==> src/rtl/regfile_sequencer.sv <==
// regfile_sequencer: drives the regfile command bus through the command
// sequence for one register-level operation. ALU operations use a
// mid-sequence ALU handshake.

package regfile_pkg;
  localparam int unsigned INDEX_WIDTH = 3;

  localparam logic [3:0] COM_NOP      = 4'd0;
  localparam logic [3:0] COM_READA    = 4'd1;
  localparam logic [3:0] COM_READB    = 4'd2;
  localparam logic [3:0] COM_LATCHC   = 4'd3;
  localparam logic [3:0] COM_LATCHSEL = 4'd4;
  localparam logic [3:0] COM_READSP   = 4'd5;
  localparam logic [3:0] COM_READF    = 4'd6;
  localparam logic [3:0] COM_READRV   = 4'd7;
  localparam logic [3:0] COM_LATCHSP  = 4'd8;
  localparam logic [3:0] COM_LATCHF   = 4'd9;
  localparam logic [3:0] COM_LATCHRV  = 4'd10;
endpackage

module regfile_sequencer #(
  parameter int unsigned ALU_TIMEOUT = 16,
  parameter int unsigned INDEX_WIDTH = regfile_pkg::INDEX_WIDTH
) (
  input  logic                   clk,
  input  logic                   rst_n,
  input  logic                   i_req_valid,
  output logic                   o_req_ready,
  input  logic [2:0]             i_req_kind,
  input  logic [INDEX_WIDTH-1:0] i_req_a,
  input  logic [INDEX_WIDTH-1:0] i_req_b,
  input  logic [INDEX_WIDTH-1:0] i_req_c,
  output logic [3:0]             o_com,
  output logic [INDEX_WIDTH-1:0] o_sel,
  output logic                   o_alu_start,
  input  logic                   i_alu_done,
  output logic                   o_done,
  output logic                   o_err,
  input  logic                   i_err_clr
);

  localparam logic [3:0] S_IDLE     = 4'd0;
  localparam logic [3:0] S_SEL_A    = 4'd1;
  localparam logic [3:0] S_RD_A     = 4'd2;
  localparam logic [3:0] S_SEL_B    = 4'd3;
  localparam logic [3:0] S_RD_B     = 4'd4;
  localparam logic [3:0] S_ALU_WAIT = 4'd5;
  localparam logic [3:0] S_SEL_C    = 4'd6;
  localparam logic [3:0] S_LAT_C    = 4'd7;
  localparam logic [3:0] S_SPECIAL  = 4'd8;

  localparam int unsigned CNT_W = (ALU_TIMEOUT == 0) ? 1 : $clog2(ALU_TIMEOUT + 1);
  localparam logic [CNT_W-1:0] CNT_MAX = CNT_W'(ALU_TIMEOUT);

  logic [3:0]             r_state;
  logic [INDEX_WIDTH-1:0] r_a;
  logic [INDEX_WIDTH-1:0] r_b;
  logic [INDEX_WIDTH-1:0] r_c;
  logic [CNT_W-1:0]       r_cnt;
  logic [3:0]             r_com;
  logic [INDEX_WIDTH-1:0] r_sel;
  logic                   r_alu_start;
  logic                   r_done;
  logic                   r_err;
  logic                   r_ready;

  logic [3:0]             w_state_nxt;
  logic [3:0]             w_com_nxt;
  logic [INDEX_WIDTH-1:0] w_sel_nxt;
  logic                   w_start_nxt;
  logic                   w_done_nxt;
  logic                   w_err_set;
  logic                   w_accept;
  logic                   w_timeout;

  assign w_accept    = i_req_valid && r_ready && (r_state == S_IDLE);
  assign o_req_ready = r_ready;
  assign o_com       = r_com;
  assign o_sel       = r_sel;
  assign o_alu_start = r_alu_start;
  assign o_done      = r_done;
  assign o_err       = r_err;

  // Next-state selection plus decode of the registered command outputs.
  // The abort decision is taken one wait cycle early so that o_done/o_err
  // land together in the registered cycle that ends the timeout window.
  always_comb begin
    w_state_nxt = r_state;
    w_start_nxt = 1'b0;
    w_done_nxt  = 1'b0;
    w_err_set   = 1'b0;
    w_com_nxt   = regfile_pkg::COM_NOP;
    w_sel_nxt   = '0;
    w_timeout   = (ALU_TIMEOUT != 0) && ((32'(r_cnt) + 32'd2) >= ALU_TIMEOUT);

    case (r_state)
      S_IDLE: begin
        if (w_accept) begin
          if (i_req_kind == 3'd0) begin
            w_state_nxt = S_SEL_A;
          end else if (i_req_kind == 3'd7) begin
            w_done_nxt = 1'b1;
            w_err_set  = 1'b1;
          end else begin
            w_state_nxt = S_SPECIAL;
            w_done_nxt  = 1'b1;
          end
        end
      end
      S_SEL_A:  w_state_nxt = S_RD_A;
      S_RD_A: begin
        w_state_nxt = (r_b == r_a) ? S_RD_B : S_SEL_B;
        w_start_nxt = (r_b == r_a);
      end
      S_SEL_B: begin
        w_state_nxt = S_RD_B;
        w_start_nxt = 1'b1;
      end
      S_RD_B: begin
        if (ALU_TIMEOUT == 1) begin
          w_state_nxt = S_IDLE;
          w_done_nxt  = 1'b1;
          w_err_set   = 1'b1;
        end else begin
          w_state_nxt = S_ALU_WAIT;
        end
      end
      S_ALU_WAIT: begin
        if (i_alu_done) begin
          w_state_nxt = (r_c == r_b) ? S_LAT_C : S_SEL_C;
          w_done_nxt  = (r_c == r_b);
        end else if (w_timeout) begin
          w_state_nxt = S_IDLE;
          w_done_nxt  = 1'b1;
          w_err_set   = 1'b1;
        end
      end
      S_SEL_C: begin
        w_state_nxt = S_LAT_C;
        w_done_nxt  = 1'b1;
      end
      S_LAT_C:   w_state_nxt = S_IDLE;
      S_SPECIAL: w_state_nxt = S_IDLE;
      default:   w_state_nxt = S_IDLE;
    endcase

    case (w_state_nxt)
      S_SEL_A: begin
        w_com_nxt = regfile_pkg::COM_LATCHSEL;
        w_sel_nxt = i_req_a;
      end
      S_RD_A: w_com_nxt = regfile_pkg::COM_READA;
      S_SEL_B: begin
        w_com_nxt = regfile_pkg::COM_LATCHSEL;
        w_sel_nxt = r_b;
      end
      S_RD_B: w_com_nxt = regfile_pkg::COM_READB;
      S_SEL_C: begin
        w_com_nxt = regfile_pkg::COM_LATCHSEL;
        w_sel_nxt = r_c;
      end
      S_LAT_C: w_com_nxt = regfile_pkg::COM_LATCHC;
      S_SPECIAL: begin
        case (i_req_kind)
          3'd1:    w_com_nxt = regfile_pkg::COM_READSP;
          3'd2:    w_com_nxt = regfile_pkg::COM_READF;
          3'd3:    w_com_nxt = regfile_pkg::COM_READRV;
          3'd4:    w_com_nxt = regfile_pkg::COM_LATCHSP;
          3'd5:    w_com_nxt = regfile_pkg::COM_LATCHF;
          3'd6:    w_com_nxt = regfile_pkg::COM_LATCHRV;
          default: w_com_nxt = regfile_pkg::COM_NOP;
        endcase
      end
      default: w_com_nxt = regfile_pkg::COM_NOP;
    endcase
  end

  // State, registered outputs and sticky error flag.
  always_ff @(posedge clk or negedge rst_n) begin
    if (!rst_n) begin
      r_state     <= S_IDLE;
      r_com       <= regfile_pkg::COM_NOP;
      r_sel       <= '0;
      r_alu_start <= 1'b0;
      r_done      <= 1'b0;
      r_err       <= 1'b0;
      r_ready     <= 1'b0;
    end else begin
      r_state     <= w_state_nxt;
      r_com       <= w_com_nxt;
      r_sel       <= w_sel_nxt;
      r_alu_start <= w_start_nxt;
      r_done      <= w_done_nxt;
      r_ready     <= (w_state_nxt == S_IDLE);
      if (w_err_set) begin
        r_err <= 1'b1;
      end else if (i_err_clr) begin
        r_err <= 1'b0;
      end
    end
  end

  // Request operand capture on acceptance.
  always_ff @(posedge clk or negedge rst_n) begin
    if (!rst_n) begin
      r_a <= '0;
      r_b <= '0;
      r_c <= '0;
    end else if (w_accept) begin
      r_a <= i_req_a;
      r_b <= i_req_b;
      r_c <= i_req_c;
    end
  end

  // ALU wait counter: cleared when entering ALU_WAIT, saturating.
  always_ff @(posedge clk or negedge rst_n) begin
    if (!rst_n) begin
      r_cnt <= '0;
    end else if (r_state == S_RD_B) begin
      r_cnt <= '0;
    end else if ((r_state == S_ALU_WAIT) && (r_cnt != CNT_MAX)) begin
      r_cnt <= r_cnt + 1'b1;
    end
  end

endmodule

==> config.mk <==
export PLATFORM = sky130hd
export DESIGN_NAME = regfile_sequencer
export DESIGN_NICKNAME = d
export VERILOG_FILES = /design/src/rtl/regfile_sequencer.sv
export SDC_FILE = /design/constraint.sdc
export NUM_CORES = 1
export LEC_CHECK = 0
export BUFFER_PORTS_ARGS = -buffer_cell sky130_fd_sc_hd__buf_2
export CAP_MARGIN = 5
export CORE_MARGIN = 1.5
export CORE_UTILIZATION = 54
export CTS_CLUSTER_SIZE = 14
export DETAILED_ROUTE_END_ITERATION = 7
export GPL_TIMING_DRIVEN = 0
export PLACE_DENSITY = 0.78
export SLEW_MARGIN = 10
export SYNTH_ARGS = -nofsm -noshare
export SYNTH_HDL_FRONTEND = slang
export SYNTH_SLANG_ARGS = --single-unit
==> constraint.sdc <==
create_clock -name clk -period 2.2 [get_ports clk]
set_clock_uncertainty 0.2 [all_clocks]
set_input_delay 0.11 -clock clk [delete_from_list [all_inputs] [get_ports clk]]
set_output_delay 0.11 -clock clk [all_outputs]
set_load 0.05 [all_outputs]
==> PnR_summary.wiki <==
{| class="wikitable"
! Metric !! Value
|-
| Result of the run || complete, no violations
|-
| Worst-margin pin slew || slightly above 0.7 ns
|-
| Static leakage || approximately 0.94 nW
|-
| Initial antenna violation count || 0
|-
| Count of maximum capacitance violations || 0
|-
| First-pass GRT wire length || around 6000 um
|-
| Number of clock sinks || 29
|-
| Finish-stage setup viols || 0
|-
| Number of flops mapped to enable cells by yosys || 0
|-
| Die outline height || between 50 and 60 um
|-
| Unrepaired setup endpoints after global routing || no
|-
| Time the worst path needs with I/O delays and setup || about 2.1 ns
|-
| DR DRC count || 0
|-
| Maximum clock insertion buffer count || 2
|-
| Number of buffers and inverters on the critical path || 0
|-
| Max-slew violations || 0
|-
| Number of detailed-routing iterations run before antenna repair || 4
|-
| Largest net degree at the start of global routing || 30
|-
| Clock tree from TritonCTS || done
|-
| Commonest non-fill, non-tap cell in the layout || sky130_fd_sc_hd__nand2_1
|-
| Die outline area || 3100 um2
|-
| FILL cells || between 150 and 200
|-
| Number of nets in the synthesized netlist || approximately 170
|-
| Peak supply drop || just over 0.9 mV
|-
| Via density per instance || roughly 5.7
|-
| Core box area || 2540 um2
|-
| Vias in the first global route || 1349
|-
| Worst setup SP type || flop
|-
| Proportion of layout cells with a drive suffix above 1 || 0.238
|-
| Residual antenna-violating net count after detailed routing || 0
|-
| Commonest non-fill, non-tap cells in the layout || sky130_fd_sc_hd__nand2_1, sky130_fd_sc_hd__dfrtp_1, sky130_fd_sc_hd__buf_2
|-
| Mapped Avg Cell Area || 9.84 um2
|-
| Layout Area Growth over Synthesis || 27.0%
|-
| P per Cell Area || 1330 nW/um2
|-
| GR Overflow Total || 0
|-
| Number of violations reported at the end of detailed-routing iteration 0 || 73
|-
| Worst EP required || 2.21 ns
|-
| Num rows || 18
|-
| Flip-flop cell with the highest count after synthesis || sky130_fd_sc_hd__dfrtp_1
|-
| Final Wtd Congestion || a little under 0.9
|-
| Fmax || 0.473 GHz
|-
| Final design utilization || 0.747
|-
| Overall power consumption || 2.53 mW
|-
| HPWL Detailed || 2430 um
|-
| Cell area after technology mapping || 1500 um2
|-
| Cells along the critical path || nor2_2 -> nand2_1 -> nor3_1 -> or2_1 -> nor4_1
|-
| Kind of cell adding the most delay to the critical path || simple AND/OR/NAND/NOR gates
|-
| Final wirelength || 3600 um
|-
| Class of the tightest hold or removal check || in2async
|-
| Routed length per instance || 15.5 um
|-
| Sequential cell area || 726 um2
|-
| Post-route fraction of the period consumed by the critical path || 0.961
|-
| Final count of hold timing violations || 0
|-
| Die Width || 55.6 um
|-
| Post-layout nets || 221
|-
| Non-filler cells, final || 232
|-
| Capturing element type of the critical path || flop
|-
| Yosys warning count || 0
|-
| Clock Tree Root || sky130_fd_sc_hd__clkbuf_4
|-
| Initial core utilization || 0.588
|-
| Clock input transition at the sequential cells of the worst setup and hold paths || 0.10 ns
|-
| Critical-path cell with the highest stage delay || sky130_fd_sc_hd__nor3_1
|-
| Gate count after technology mapping || 152
|-
| Overall routing resource usage || 0.250
|-
| Slew margin rel. || 0.518
|-
| Count of port buffers added during placement || 27
|-
| Number of vias in the routed layout || 1325
|-
| Cell Area, Placed || between 1500 and 2000 um2
|-
| Arrival time reported for the critical path endpoint || roughly 2.1 ns
|-
| Number of clock buffers inserted by TritonCTS || 5
|-
| Ant diodes || 0
|-
| Synthesis-stage register bit count || 29
|-
| Worst setup path class || reg2reg
|-
| Critical path peak fanout || 8
|-
| Finished Cell Area || 1900 um2
|-
| Top-level I/O count || 28
|-
| Number of instances in the placed design || 209
|-
| Synth cell types || 43
|-
| Setup tns final || 0 ns
|-
| Sequential area share after synthesis || 0.485
|-
| H-tree depth reported by CTS || 2
|-
| Clk Latency, worst-skew pair || 0.34 ns
|-
| Fraction of registers with async set or reset after synthesis || 1.00
|-
| Peak per-stage delay on the critical path || 0.57 ns
|-
| Multi-input gate area in the final layout || 744 um2
|}
[synthesized netlist by cell type, types with 2 or more instances]
library cell,n,area (um2)
sky130_fd_sc_hd__nand3_1,2,10.0
sky130_fd_sc_hd__xor2_1,4,35.0
sky130_fd_sc_hd__or2_1,3,18.8
sky130_fd_sc_hd__a21o_1,2,15.0
sky130_fd_sc_hd__buf_4,2,15.0
sky130_fd_sc_hd__and2b_1,2,15.0
sky130_fd_sc_hd__nor4bb_1,2,20.0
sky130_fd_sc_hd__ha_1,2,25.0
sky130_fd_sc_hd__o31ai_1,2,15.0
sky130_fd_sc_hd__clkbuf_1,2,7.51
sky130_fd_sc_hd__a31oi_1,2,12.5
sky130_fd_sc_hd__and3_1,5,31.3
sky130_fd_sc_hd__dfrtp_1,29,726
sky130_fd_sc_hd__o21ai_0,3,15.0
sky130_fd_sc_hd__a221o_1,3,30.0
sky130_fd_sc_hd__nor3_2,2,20.0
sky130_fd_sc_hd__nand2_1,39,146
sky130_fd_sc_hd__nor3_1,2,10.0
sky130_fd_sc_hd__a21oi_1,3,15.0
sky130_fd_sc_hd__nand2b_1,2,12.5
sky130_fd_sc_hd__inv_1,4,15.0
sky130_fd_sc_hd__nor2_1,8,30.0
sky130_fd_sc_hd__xnor2_1,5,43.8
sky130_fd_sc_hd__nand4_1,3,18.8
[final cells by class]
type / count / area share
clock buffers: 7 / 0.0290
repair buffers: 43 / 0.155
multi-input cells: 114 / 0.392
inverters: 4 / 0.00790
well taps: 30 / 0.0197
plain buffers: 5 / 0.0145
flip-flops and latches: 29 / 0.382
[state kept, by name, summed over array words and instances, names as in the netlist]
| signal | count |
|---|---|
| o_alu_start | 1 |
| o_com | 4 |
| o_done | 1 |
| o_err | 1 |
| o_req_ready | 1 |
| o_sel | 3 |
| r_a | 3 |
| r_b | 3 |
| r_c | 3 |
| r_cnt | 5 |
| r_state | 4 |
[per-layer routing]
metal,global-route usage,routed length (um),vias up
met5,0,0,-
met3,0.0651,176,12
met4,0.101,85,0
met1,0.306,1520,630
met2,0.420,1820,49
li1,-,-,634
[cells by family after synthesis]
kind of cell,after synthesis,synth area share
XOR/XNOR,9,0.0527
adder cells (fa/ha/maj),2,0.0167
buffers and inverters,9,0.0284
AND/OR/NAND/NOR,79,0.286
flip-flops,29,0.485
AO/OA/AOI/OAI,24,0.131
[per-stage QoR]
step	setup slack, ns	hold WS, ns
final	0.0854	0.116
after global routing	0.00434	0.193
after CTS	0.0521	0.146
after detailed placement	0.0412	-0.0318
after global placement	0.144	-0.0399
after floorplan	0.344	-0.386
[power by group]
group	total (mW)	leakage, nW	switching, mW	internal, mW
combinational	1.31	0.530	0.817	0.490
sequential	0.886	0.378	0.163	0.723
clock	0.336	0.0314	0.185	0.151
[worst paths after layout]
path | slack, ns | end | startpoint | cells after the start
max | 0.09 | o_req_ready$_DFF_PN0_ | r_state[2]$_DFF_PN0_ | 5
min | 0.12 | r_cnt[4]$_DFFE_PN0P_ | rst_n | 2
min in group clk | 0.31 | r_b[1]$_DFFE_PN0N_ | i_req_b[1] | 4
max reg2reg | 0.09 | o_req_ready$_DFF_PN0_ | r_state[2]$_DFF_PN0_ | 5
min reg2reg | 0.32 | r_a[2]$_DFFE_PN0N_ | r_a[2]$_DFFE_PN0N_ | 2
max in group asynchronous | 1.25 | r_c[2]$_DFFE_PN0N_ | rst_n | 2
[repair_timing]
item                       CTS  global route
hold buffers                16             0
hold endpoints to repair    48             0
gates resized for setup      1             2
setup endpoints to repair    1             5
setup buffers                0             0
Power figures use the tool's default switching activity.
